### config.mk
export PLATFORM = sky130hd
export DESIGN_NAME = decode_stage
export DESIGN_NICKNAME = d
export VERILOG_FILES = /design/src/rtl/decode_pkg.sv /design/src/rtl/ifid_register.sv /design/src/rtl/decode_stage.sv
export SDC_FILE = /design/constraint.sdc
export NUM_CORES = 1
export LEC_CHECK = 0
export ABC_AREA = 1
export CAP_MARGIN = 25
export CELL_PAD_IN_SITES_DETAIL_PLACEMENT = 1
export CELL_PAD_IN_SITES_GLOBAL_PLACEMENT = 2
export CORE_MARGIN = 3
export CORE_UTILIZATION = 27
export CTS_CLUSTER_SIZE = 8
export DETAILED_ROUTE_END_ITERATION = 10
export MAX_ROUTING_LAYER = met4
export PLACE_DENSITY = 0.88
export SYNTH_ARGS = -nofsm -noshare
export SYNTH_HDL_FRONTEND = slang
export SYNTH_SLANG_ARGS = --single-unit
### constraint.sdc
create_clock -name clk -period 3.97 [get_ports clk]
set_clock_uncertainty 0.15 [all_clocks]
set_input_delay 0.397 -clock clk [delete_from_list [all_inputs] [get_ports clk]]
set_output_delay 0.397 -clock clk [all_outputs]
set_load 0.02 [all_outputs]
### src/rtl/decode_pkg.sv
// Shared definitions for the decode stage: control opcodes, FSM states and
// the sequential fetch increment.
package decode_pkg;

  localparam int PC_STEP = 4;

  localparam logic [3:0] OP_HALT = 4'hD;
  localparam logic [3:0] OP_JMP  = 4'hE;
  localparam logic [3:0] OP_BRZ  = 4'hF;

  typedef enum logic [1:0] {
    ST_BOOT,
    ST_RUN,
    ST_HALT
  } state_e;

endpackage

### src/rtl/ifid_register.sv
// IF/ID pipeline register: instruction word, its address and a valid flag,
// updated only when load is high.
module ifid_register #(
  parameter int ADDR_W  = 8,
  parameter int INSTR_W = 16
) (
  input  logic               clk,
  input  logic               rst_n,
  input  logic               load,
  input  logic [INSTR_W-1:0] next_instr,
  input  logic [ADDR_W-1:0]  next_pc,
  input  logic               next_valid,
  output logic [INSTR_W-1:0] instr,
  output logic [ADDR_W-1:0]  pc,
  output logic               valid
);

  // NOTE: sequential state uses non-blocking assignments so every flop samples
  // pre-edge values regardless of block ordering.
  always_ff @(posedge clk or negedge rst_n) begin
    if (!rst_n) begin
      instr <= '0;
      pc    <= '0;
      valid <= 1'b0;
    end else if (load) begin
      instr <= next_instr;
      pc    <= next_pc;
      valid <= next_valid;
    end
  end

endmodule

### src/rtl/decode_stage.sv
// Decode stage: owns the IF/ID register, tracks the fetch PC and redirects
// fetch for boot, stall, HALT and taken JMP/BRZ.
module decode_stage #(
  parameter int                ADDR_W   = 8,
  parameter int                INSTR_W  = 16,
  parameter int                PC_STEP  = decode_pkg::PC_STEP,
  parameter logic [ADDR_W-1:0] RESET_PC = '0
) (
  input  logic               clk,
  input  logic               reset,
  input  logic [INSTR_W-1:0] instruction,
  input  logic               stall,
  input  logic               zeroFlag,
  output logic               pcWrEn,
  output logic [ADDR_W-1:0]  newPc,
  output logic               idValid,
  output logic [ADDR_W-1:0]  idPc,
  output logic [3:0]         opcode,
  output logic [3:0]         rd,
  output logic [3:0]         rs1,
  output logic [3:0]         rs2,
  output logic [7:0]         imm8,
  output logic               halted
);

  import decode_pkg::*;

  state_e              state;
  logic [ADDR_W-1:0]   fetch_pc_shadow;
  logic [ADDR_W-1:0]   next_pc;
  logic [ADDR_W-1:0]   id_pc_q;
  logic [INSTR_W-1:0]  id_instr;
  logic                id_valid_q;
  logic                ifid_load;
  logic [3:0]          id_op;
  logic                live;
  logic                halt_req;
  logic                redirect;

  assign id_op = id_instr[15:12];

  // A control instruction is only acted on while running and not stalled.
  assign live     = id_valid_q && (state == ST_RUN) && !stall;
  assign halt_req = live && (id_op == OP_HALT);
  assign redirect = live && ((id_op == OP_JMP) || ((id_op == OP_BRZ) && zeroFlag));

  // NOTE: every output of this block gets a default first, so no path can
  // leave a value unassigned and infer a latch.
  always_comb begin
    pcWrEn    = 1'b1;
    newPc     = fetch_pc_shadow;
    ifid_load = 1'b0;
    case (state)
      ST_BOOT: begin
        newPc     = RESET_PC;
        ifid_load = 1'b1;
      end
      ST_RUN: begin
        // Stall and HALT both pin fetch to its current address and freeze IF/ID.
        if (!stall && !halt_req) begin
          ifid_load = 1'b1;
          if (redirect) begin
            newPc = ADDR_W'(id_instr[7:0]);
          end else begin
            pcWrEn = 1'b0;
          end
        end
      end
      default: ;
    endcase
  end

  assign next_pc = pcWrEn ? newPc : fetch_pc_shadow + ADDR_W'(PC_STEP);

  ifid_register #(
    .ADDR_W  (ADDR_W),
    .INSTR_W (INSTR_W)
  ) u_ifid (
    .clk        (clk),
    .rst_n      (reset),
    .load       (ifid_load),
    .next_instr (instruction),
    .next_pc    (next_pc),
    .next_valid (1'b1),
    .instr      (id_instr),
    .pc         (id_pc_q),
    .valid      (id_valid_q)
  );

  always_ff @(posedge clk or negedge reset) begin
    if (!reset) begin
      state           <= ST_BOOT;
      fetch_pc_shadow <= RESET_PC;
      halted          <= 1'b0;
    end else begin
      fetch_pc_shadow <= next_pc;
      case (state)
        ST_BOOT: state <= ST_RUN;
        ST_RUN: begin
          if (halt_req) begin
            state  <= ST_HALT;
            halted <= 1'b1;
          end
        end
        default: ;
      endcase
    end
  end

  assign idValid = id_valid_q && !halted;
  assign idPc    = id_pc_q;
  assign opcode  = id_op;
  assign rd      = id_instr[11:8];
  assign rs1     = id_instr[7:4];
  assign rs2     = id_instr[3:0];
  assign imm8    = id_instr[7:0];

endmodule

Yosys cells after proc, flatten, opt, wreduce, memory -nomap -nowiden
Cells that the tools add are included.
{"block": "totals", "ff_bits": 36, "out_inout_bits": 43, "word_cells": 38}
{"block": "op_classes", "add_sub_neg": 1, "n_eq_ne": 5, "n_mux": 11, "reduce_logical": 15}
{"operator": "$mux 8", "n": 3}
{"operator": "$pmux 8 s2", "n": 1}
{"operator": "$eq 4x4->1 const B", "n": 3}
{"operator": "$add 8x3->8 const B", "n": 1}
{"operator": "$logic_and 1x1->1", "n": 7}
{"operator": "$mux 1", "n": 4}
{"operator": "$pmux 2 s2", "n": 1}
{"operator": "$reduce_and 2->1", "n": 2}
{"operator": "$logic_not 1->1", "n": 3}
{"operator": "$eq 2x1->1 const B", "n": 1}
{"operator": "$logic_not 2->1", "n": 1}
{"operator": "$mux 2", "n": 1}
{"operator": "$ne 2x2->1 const B", "n": 1}
{"operator": "$pmux 1 s2", "n": 1}
{"operator": "$reduce_bool 2->1", "n": 1}
{"operator": "$logic_or 1x1->1", "n": 1}

Longest topological paths before layout
Gate-level depths: netlist (run 1).
{"block": "logic_depth", "depth_word": 9, "ltp_mapped": 13}

Cells and area by module
A second synthesis (run 1) with hierarchy kept.
{"block": "unflattened", "hier_cells": 242, "area_unflattened_um2": 1913.1}
{"module": "ifid_register", "instances": 1, "cells_each": 106, "area_per_inst_um2": 964.7}
{"module": "decode_stage", "instances": 1, "cells_each": 136, "area_per_inst_um2": 948.4}

Worst setup path after synthesis (run 1)
No wires, ideal clock.
{"block": "synth_timing", "path_type": "flip-flop to output port", "startpoint": "register u_ifid.instr[12]", "endpoint": "output newPc[3]", "t_arrival_ns": 1.467, "setup_slack_ns": 1.956, "stages_incl_launch_ff": 7, "cell_sequence": "dfrtp_1 -> nand2_1 -> nand2_1 -> nor2_1 -> nand2_1 -> buf_2 -> o22ai_1"}
{"block": "synth_between", "elab_chain_len": 7}
{"element": "start: declaration", "line": "ifid_register.sv:13", "source": "output logic [INSTR_W-1:0] instr,"}
{"element": "start signal: assignment", "line": "ifid_register.sv:26", "source": "instr <= next_instr;"}
{"element": "$eq 4x4->1", "line": "decode_stage.sv:45", "source": "assign redirect = live && ((id_op == OP_JMP) || ((id_op == OP_BRZ) && zeroFlag));"}
{"element": "$logic_and 1x1->1", "line": "decode_stage.sv:45"}
{"element": "$logic_or 1x1->1", "line": "decode_stage.sv:45"}
{"element": "$logic_and 1x1->1", "line": "decode_stage.sv:45"}
{"element": "$mux 8", "line": "decode_stage.sv:62", "source": "if (redirect) begin"}
{"element": "$mux 8 (*)", "line": "decode_stage.sv:60", "source": "if (!stall && !halt_req) begin"}
{"element": "$pmux 8 s2 (*)", "line": "decode_stage.sv:53", "source": "case (state)"}
{"element": "end: declaration", "line": "decode_stage.sv:15", "source": "output logic [ADDR_W-1:0] newPc,"}
Mark *: on every way between the ends. The rest lies on a longest branch, timed or not.

Final worst setup path (run 1)
{"block": "layout_timing", "startpoint": "input stall", "endpoint": "output newPc[7]"}
{"block": "layout_between", "elab_chain_len": 7}
{"element": "start: declaration", "line": "decode_stage.sv:12", "source": "input logic stall,"}
{"element": "$logic_not 1->1 (*)", "line": "decode_stage.sv:43, decode_stage.sv:60"}
{"element": "$logic_and 1x1->1", "line": "decode_stage.sv:43", "source": "assign live = id_valid_q && (state == ST_RUN) && !stall;"}
{"element": "$logic_and 1x1->1", "line": "decode_stage.sv:44", "source": "assign halt_req = live && (id_op == OP_HALT);"}
{"element": "$logic_not 1->1", "line": "decode_stage.sv:60"}
{"element": "$logic_and 1x1->1", "line": "decode_stage.sv:60"}
{"element": "$mux 8 (*)", "line": "decode_stage.sv:60"}
{"element": "$pmux 8 s2 (*)", "line": "decode_stage.sv:53"}
Marked as above.

==> metrics.log, run 1 <==
INFO  metric status = completed
INFO  metric crit_required = 3.42 ns
INFO  metric tritoncts_num_sinks = 36
INFO  metric fillers = 796
INFO  metric residual_drc = 0
INFO  metric globalRouteTotalUtil = 13.8%
INFO  metric dpl.hpwl = 3630 um
INFO  metric synth-adder-area-share = 0.671%
INFO  metric synth-xor-area-share = 1.88%
INFO  metric dieArea = 0.00794 sq mm
INFO  metric static-leakage-power = 0.00131 uW
INFO  metric die_w = 89.1 um
INFO  metric placement_rows = 29
INFO  metric vdd.ir_drop.worst = 0.125 mV
INFO  metric cts_made_buffers = 5
INFO  metric grt_setup_unrepaired = no
INFO  metric synth_enable_flop_cells = 0
INFO  metric worst_ep_arrival_time = 2.68 ns
INFO  metric finalPower = 666 uW
INFO  metric power.density = 260 mW/mm^2
INFO  metric instances_no_fill = 364
INFO  metric seq_power_share = 55.1%
INFO  metric nets = 307
INFO  metric finish.instance_area = 0.00256 sq mm
INFO  metric via_count_of_the_first_global_routing_pass = 1704
INFO  metric synthesis.yosys.warnings = 0
INFO  metric cts.root.buffer_cell = clkbuf_8
INFO  metric worst_setup_hold_path_clk_slew = 0.07 ns
INFO  metric most_used_flip_flop_cell_after_synthesis = dfrtp_1
INFO  metric post_cts_buffers = 0
INFO  metric initial_utilization = 28.6%
INFO  metric netlist.area_leader.share = 48.3%
INFO  metric postSynthCellCount = 230
INFO  metric cts_htree_levels = 2
INFO  metric crit_type = in2out
INFO  metric grt_overflow_total = 0
INFO  metric cell_internal_pwr = 524 uW
INFO  metric postPlaceCellArea = 0.00247 sq mm
INFO  metric route.antenna.remaining_nets = 0
INFO  metric drt-initial-drc-count = 59
INFO  metric antennaDiodeCount = 0
INFO  metric library_cells_used_by_synthesis = 26
INFO  metric p_clk_share = 40.8%
INFO  metric synth_most_common_cell = nand2_1
INFO  metric synth_area = 0.00187 sq mm
INFO  metric cts_tree = yes
INFO  metric hold_path_class = in2async
INFO  metric numPortBuffers = 62
INFO  metric pwr-share-comb = 4.1%
INFO  metric hold_viol = 0
INFO  metric period_share = 81.4%
INFO  metric grt_first_pass_wirelength = 8100 um
INFO  metric crit_path_start_kind = primary input
INFO  metric post_synthesis_to_final_layout_area_growth = 37.1%
INFO  metric p_sw_share = 21.2%
INFO  metric cts.path.max_buffers = 2
INFO  metric setup_total_negative_slack = 0 ns
INFO  metric route.detailed.vias_per_inst = 4.54
INFO  metric globalplace.congestion = 0.779
INFO  metric totalWireLength = 4880 um
INFO  metric synth.mux.area_fraction = 0%
INFO  metric seqCellArea = 901 sq um
INFO  metric synthesis.nets = 251
INFO  metric synth.yosys.seq_area_share = 48.3%
INFO  metric grt_start_max_net_pins = 37
INFO  metric postCtsHoldBufs = 0
INFO  metric worst_slew_pin_slew = 0.811 ns
INFO  metric largest_family_of_logic_cells_by_synthesized_area = simple AND/OR/NAND/NOR gates
INFO  metric syn-mean-instance-area = 8.11 sq um
INFO  metric final_period_minus_worst_setup_slack = 3.23 ns
INFO  metric drv.max_cap_violation_count = 0
INFO  metric initial_antenna_violation_count = 0
INFO  metric num_io_pins = 63
INFO  metric synth_async_sr_flop_share = 100%
INFO  metric timing.critical_path.to_type = primary output
INFO  metric place_inst = 356
INFO  metric worstSkewPairLatency = 0.29 ns
INFO  metric final_layout_size_suffix_gt1_share = 10.5%
INFO  metric multi_input_area = 728 sq um
INFO  metric wl_per_cell = 13.4 um
INFO  metric switching_power = 141 uW
INFO  metric vias = 1653
INFO  metric timing_max_transition_violations_final = 0
INFO  metric most_common_library_cells_after_synthesis = nand2_1 (92), dfrtp_1 (36), inv_1 (27), nand3_1 (15)
INFO  metric cts_repair_resize_count = 0
INFO  metric finalSetupViolations = 0
INFO  metric maxClockFrequency = 0.309 GHz
INFO  metric post_synth_main_area_contributors = dfrtp_1 (48%), nand2_1 (19%), inv_1 (5.4%)
INFO  metric yosys.area.top_type = dfrtp_1
INFO  metric synthesized_area_fraction_occupied_by_ao_oa_aoi_and_oai_cells = 8.52%
INFO  metric path_max_fanout = 4
INFO  metric slew_headroom = 45.9%
INFO  metric synthSimpleGateAreaFrac = 28.0%
INFO  metric synth.ff_latch_count = 36
INFO  metric drt_pass1_iterations = 4
INFO  metric dieHeight = 89.1 um
INFO  metric core_region_area = 0.00653 sq mm
-- power groups by stage --
| stage | Sequential [uW] | Clock [uW] | Combinational (uW) |
|---|---|---|---|
| final | 367 | 272 | 27.4 |
| after global routing | 366 | 303 | 31.0 |
| after CTS | 366 | 281 | 28.6 |
| after detailed placement | 374 | 0 | 28.5 |
| after global placement | 374 | 0 | 28.3 |
| after floorplan | 374 | 0 | 1.92 |
-- cells by family (layout without fill, tap and decap cells) --
group / Yosys count / count (layout)
compound gates: 21 / 21
buf+inv: 45 / 102
xor+xnor: 4 / 4
simple gates: 123 / 123
flops: 36 / 36
fa+ha+maj: 1 / 1
-- cells in the final DEF, fill, tap and decap left out, drive strengths merged --
cell type      count
a21oi              4
and2               2
buf                2
clkbuf             8
clkdlybuf4s50     61
dfrtp             36
ha                 1
inv               31
nand2             94
nand3             17
nor2               8
nor3               1
o21ai             13
o22ai              4
or2                1
xor2               4
-- registers in the layout, indices dropped and copies added, names as in the netlist --
signal,cells
halted,1
u_ifid.instr,16
fetch_pc_shadow,8
u_ifid.valid,1
state,2
u_ifid.pc,8
-- critical path, cell delays in order --
cell             delay (ns)
clkdlybuf4s50_1        0.50
inv_1                  0.05
nand2_1                0.11
inv_1                  0.05
nand2_1                0.07
nor2_2                 0.05
o21ai_0                0.43
inv_1                  0.18
o22ai_1                0.19
clkdlybuf4s50_1        0.65
-- worst paths after layout --
| path | from | end | slack (ns) | cells after the start |
|---|---|---|---|---|
| setup / recovery | stall | newPc[7] | 0.74 | 10 |
| hold / removal | reset | u_ifid.instr[9] | 0.05 | 1 |
| setup reg to reg | state[1] | u_ifid.instr[2] | 1.96 | 8 |
| hold reg to reg | u_ifid.instr[11] | u_ifid.instr[11] | 0.33 | 2 |
| max in group asynchronous | reset | fetch_pc_shadow[7] | 3.11 | 1 |
| min in group clk | u_ifid.instr[11] | u_ifid.instr[11] | 0.33 | 2 |
-- per-layer routing --
layer | routed length, um | vias to the layer above | track usage, % | part of all wire [%]
met2 | 2330 | 43 | 22.3 | 48
met5 | 0 | - | - | 0
met4 | 65 | 0 | 4.06 | 1.3
met1 | 2270 | 793 | 17.2 | 46
met3 | 220 | 6 | 3.50 | 4.5
li1 | - | 811 | - | -
-- final cells by class --
class	instances	area share (%)
flip-flops and latches	36	35.2
multi-input cells	149	28.5
repair buffers	63	24.4
inverters	31	4.65
well taps	77	3.77
clock buffers	8	3.52
-- through the flow --
stage	hold WS [ns]	setup WS [ns]	util, %
2_1_floorplan	-0.0486	1.96	-
3_3_place_gp	0.312	0.716	37.8
3_5_place_dp	0.318	0.703	37.8
4_1_cts	0.0869	0.697	39.2
5_1_grt	0.118	0.501	39.2
6_report	0.0457	0.739	39.2
No activity file was read; power rests on OpenSTA's default activity.
==> inputs of run 2 (changes only) <==
--- a/config.mk
+++ b/config.mk
@@ -10,11 +10,11 @@
 export CELL_PAD_IN_SITES_DETAIL_PLACEMENT = 1
 export CELL_PAD_IN_SITES_GLOBAL_PLACEMENT = 2
 export CORE_MARGIN = 3
-export CORE_UTILIZATION = 27
+export CORE_UTILIZATION = 25
 export CTS_CLUSTER_SIZE = 8
 export DETAILED_ROUTE_END_ITERATION = 10
 export MAX_ROUTING_LAYER = met4
-export PLACE_DENSITY = 0.88
+export PLACE_DENSITY = 0.83
 export SYNTH_ARGS = -nofsm -noshare
 export SYNTH_HDL_FRONTEND = slang
 export SYNTH_SLANG_ARGS = --single-unit
==> constraint.sdc (replaced) <==
create_clock -name clk -period 3.1 [get_ports clk]
set_clock_uncertainty 0.15 [all_clocks]
set_input_delay 0.31 -clock clk [delete_from_list [all_inputs] [get_ports clk]]
set_output_delay 0.31 -clock clk [all_outputs]
set_load 0.02 [all_outputs]
==> metrics.log, run 2 (synthesized netlist as in run 1, its figures left out) <==
INFO  metric grt_first_pass_wirelength = 8660 um
INFO  metric reg2regPathDepth = 8
INFO  metric crit_start = stall
INFO  metric seq_power_share = 54.0%
INFO  metric totalWireLength = 5050 um
INFO  metric critical_path.slowest_cell = clkdlybuf4s50_1
INFO  metric die_w = 92.4 um
INFO  metric largest_reg_flops = 16
INFO  metric dieHeight = 92.4 um
INFO  metric status = complete, but fails checks
INFO  metric worst_path_dominant_cell_family = buffers and inverters
INFO  metric reg2reg_slack = 1.18 ns
INFO  metric final.setup.worst_slack = 0.226 ns
INFO  metric static-leakage-power = 0.00132 uW
INFO  metric cell_with_the_most_instances_on_the_worst_path = inv_1
INFO  metric setup_total_negative_slack = 0 ns
INFO  metric cts_made_buffers = 5
INFO  metric dieArea = 0.00853 sq mm
INFO  metric cts.root.buffer_cell = clkbuf_8
INFO  metric final_layout_size_suffix_gt1_share = 11.5%
INFO  metric route.antenna.remaining_nets = 0
INFO  metric timing.critical_path.buf_inv = 5
INFO  metric worst_setup_hold_path_clk_slew = 0.07 ns
INFO  metric fillers = 859
INFO  metric critical_path.cell_chain = clkdlybuf4s50_1, inv_1, nand2_1, inv_1, nand2_1, nor2_2, o21ai_1, inv_1, o22ai_1, clkdlybuf4s50_1
INFO  metric drv.max_cap_violation_count = 0
INFO  metric initial_utilization = 26.6%
INFO  metric placement_rows = 30
INFO  metric multi_input_area = 728 sq um
INFO  metric numPortBuffers = 62
INFO  metric dp_slack = 0.0250 ns
INFO  metric most-common-layout-cells = nand2_1 (92), clkdlybuf4s50_1 (61), dfrtp_1 (35)
INFO  metric timing_max_transition_violations_final = 0
INFO  metric largestRegisters = u_ifid.instr: 16 flops, fetch_pc_shadow: 8 flops, u_ifid.pc: 8 flops
INFO  metric drt-initial-drc-count = 40
INFO  metric worst_ep_arrival_time = 2.41 ns
INFO  metric cell_internal_pwr = 688 uW
INFO  metric residual_drc = 0
INFO  metric p_clk_share = 41.9%
INFO  metric final_period_minus_worst_setup_slack = 2.87 ns
INFO  metric crit-reg2reg-launch = state[1]
INFO  metric vias = 1649
INFO  metric crit_path_start_kind = primary input
INFO  metric grt_start_max_net_pins = 37
INFO  metric tritoncts_num_sinks = 36
INFO  metric postLayoutCoreUtil = 37.0%
INFO  metric worst_slew_pin_slew = 0.840 ns
INFO  metric via_count_of_the_first_global_routing_pass = 1835
INFO  metric finalPower = 869 uW
INFO  metric p_sw_share = 20.8%
INFO  metric core_region_area = 0.00702 sq mm
INFO  metric hold_path_class = in2async
INFO  metric route.detailed.vias_per_inst = 4.31
INFO  metric post_synthesis_to_final_layout_area_growth = 39.2%
INFO  metric switching_power = 180 uW
INFO  metric num_io_pins = 63
INFO  metric antennaDiodeCount = 0
INFO  metric wl_per_cell = 13.2 um
INFO  metric cpPeakStageDelay = 0.64 ns
INFO  metric crit_required = 2.64 ns
INFO  metric hold_viol = 36
INFO  metric path_max_fanout = 4
INFO  metric violations = hold timing
INFO  metric initial_antenna_violation_count = 0
INFO  metric postCtsHoldBufs = 0
INFO  metric seqCellArea = 902 sq um
INFO  metric timing.critical_path.to_type = primary output
INFO  metric mostFrequentLayoutCell = nand2_1
INFO  metric drt_pass1_iterations = 4
INFO  metric pwr-share-comb = 4.1%
INFO  metric holdWs = -0.0253 ns
INFO  metric vdd.ir_drop.worst = 0.163 mV
INFO  metric period_share = 92.7%
INFO  metric grt_overflow_total = 0
INFO  metric post_cts_buffers = 0
INFO  metric power.density = 335 mW/mm^2
INFO  metric cts_htree_levels = 2
INFO  metric crit_type = in2out
INFO  metric globalRouteTotalUtil = 13.1%
INFO  metric grt_setup_unrepaired = no
INFO  metric finalSetupViolations = 0
INFO  metric slew_headroom = 44.0%
INFO  metric worstSkewPairLatency = 0.29 ns
INFO  metric count_of_cell_instances_traversed_by_the_critical_path = 10
INFO  metric dpl.hpwl = 3740 um
INFO  metric top_register = u_ifid.instr
INFO  metric nets = 308
INFO  metric cts_tree = yes
INFO  metric maxClockFrequency = 0.348 GHz
INFO  metric globalplace.congestion = 0.753
INFO  metric cts.path.max_buffers = 2
-- run 2: path summary, 6_finish.rpt --
kind | end
hold reg to reg | u_ifid.instr[11]
hold / removal | u_ifid.instr[9]
setup / recovery | newPc[7]
setup reg to reg | u_ifid.instr[4]
max in group asynchronous | state[1]
min in group clk | u_ifid.instr[11]
-- run 2: power by group through the flow --
stage,sequential [uW],combinational [uW],clock (uW)
global route,469,39.5,401
CTS,469,36.9,377
global placement,478,36.2,0
finish,469,35.5,364
detailed placement,478,36.7,0
floorplan,479,2.46,0
-- run 2: through the flow --
stage / hold WS [ns] / cell area [sq um] / std cells
final: -0.0253 / 2600 / 383
after global routing: 0.0421 / 2600 / 383
after CTS: 0.00975 / 2590 / 383
after detailed placement: 0.318 / 2500 / 376
after global placement: 0.312 / 2500 / 376
after floorplan: -0.136 / 1870 / 230
-- run 2: layout make-up --
type	count	share of cell area, %
flip-flops and latches	36	34.7
clock buffers	7	3.71
multi-input cells	149	28.0
repair buffers	64	24.3
inverters	31	4.58
well taps	96	4.63
-- run 2: per-layer routing --
metal	routed length (um)	track usage, %	up-vias
met3	262	3.09	6
li1	-	-	807
met1	2420	15.9	784
met5	0	-	-
met2	2290	21.6	52
met4	81	4.21	0
-- run 2: worst reg2reg max path, stage by stage (launching register included) --
cell,delay (ns)
dfrtp_2,0.47
inv_4,0.08
nand2_4,0.09
nor2_4,0.06
a21oi_2,0.22
o21ai_4,0.07
inv_2,0.47
nand2_1,0.16
o21ai_2,0.08
-- run 2: what timing repair did --
item	CTS	global route
resized for setup	1	1
endpoints found under the setup margin	4	8
endpoints found under the hold margin	0	0
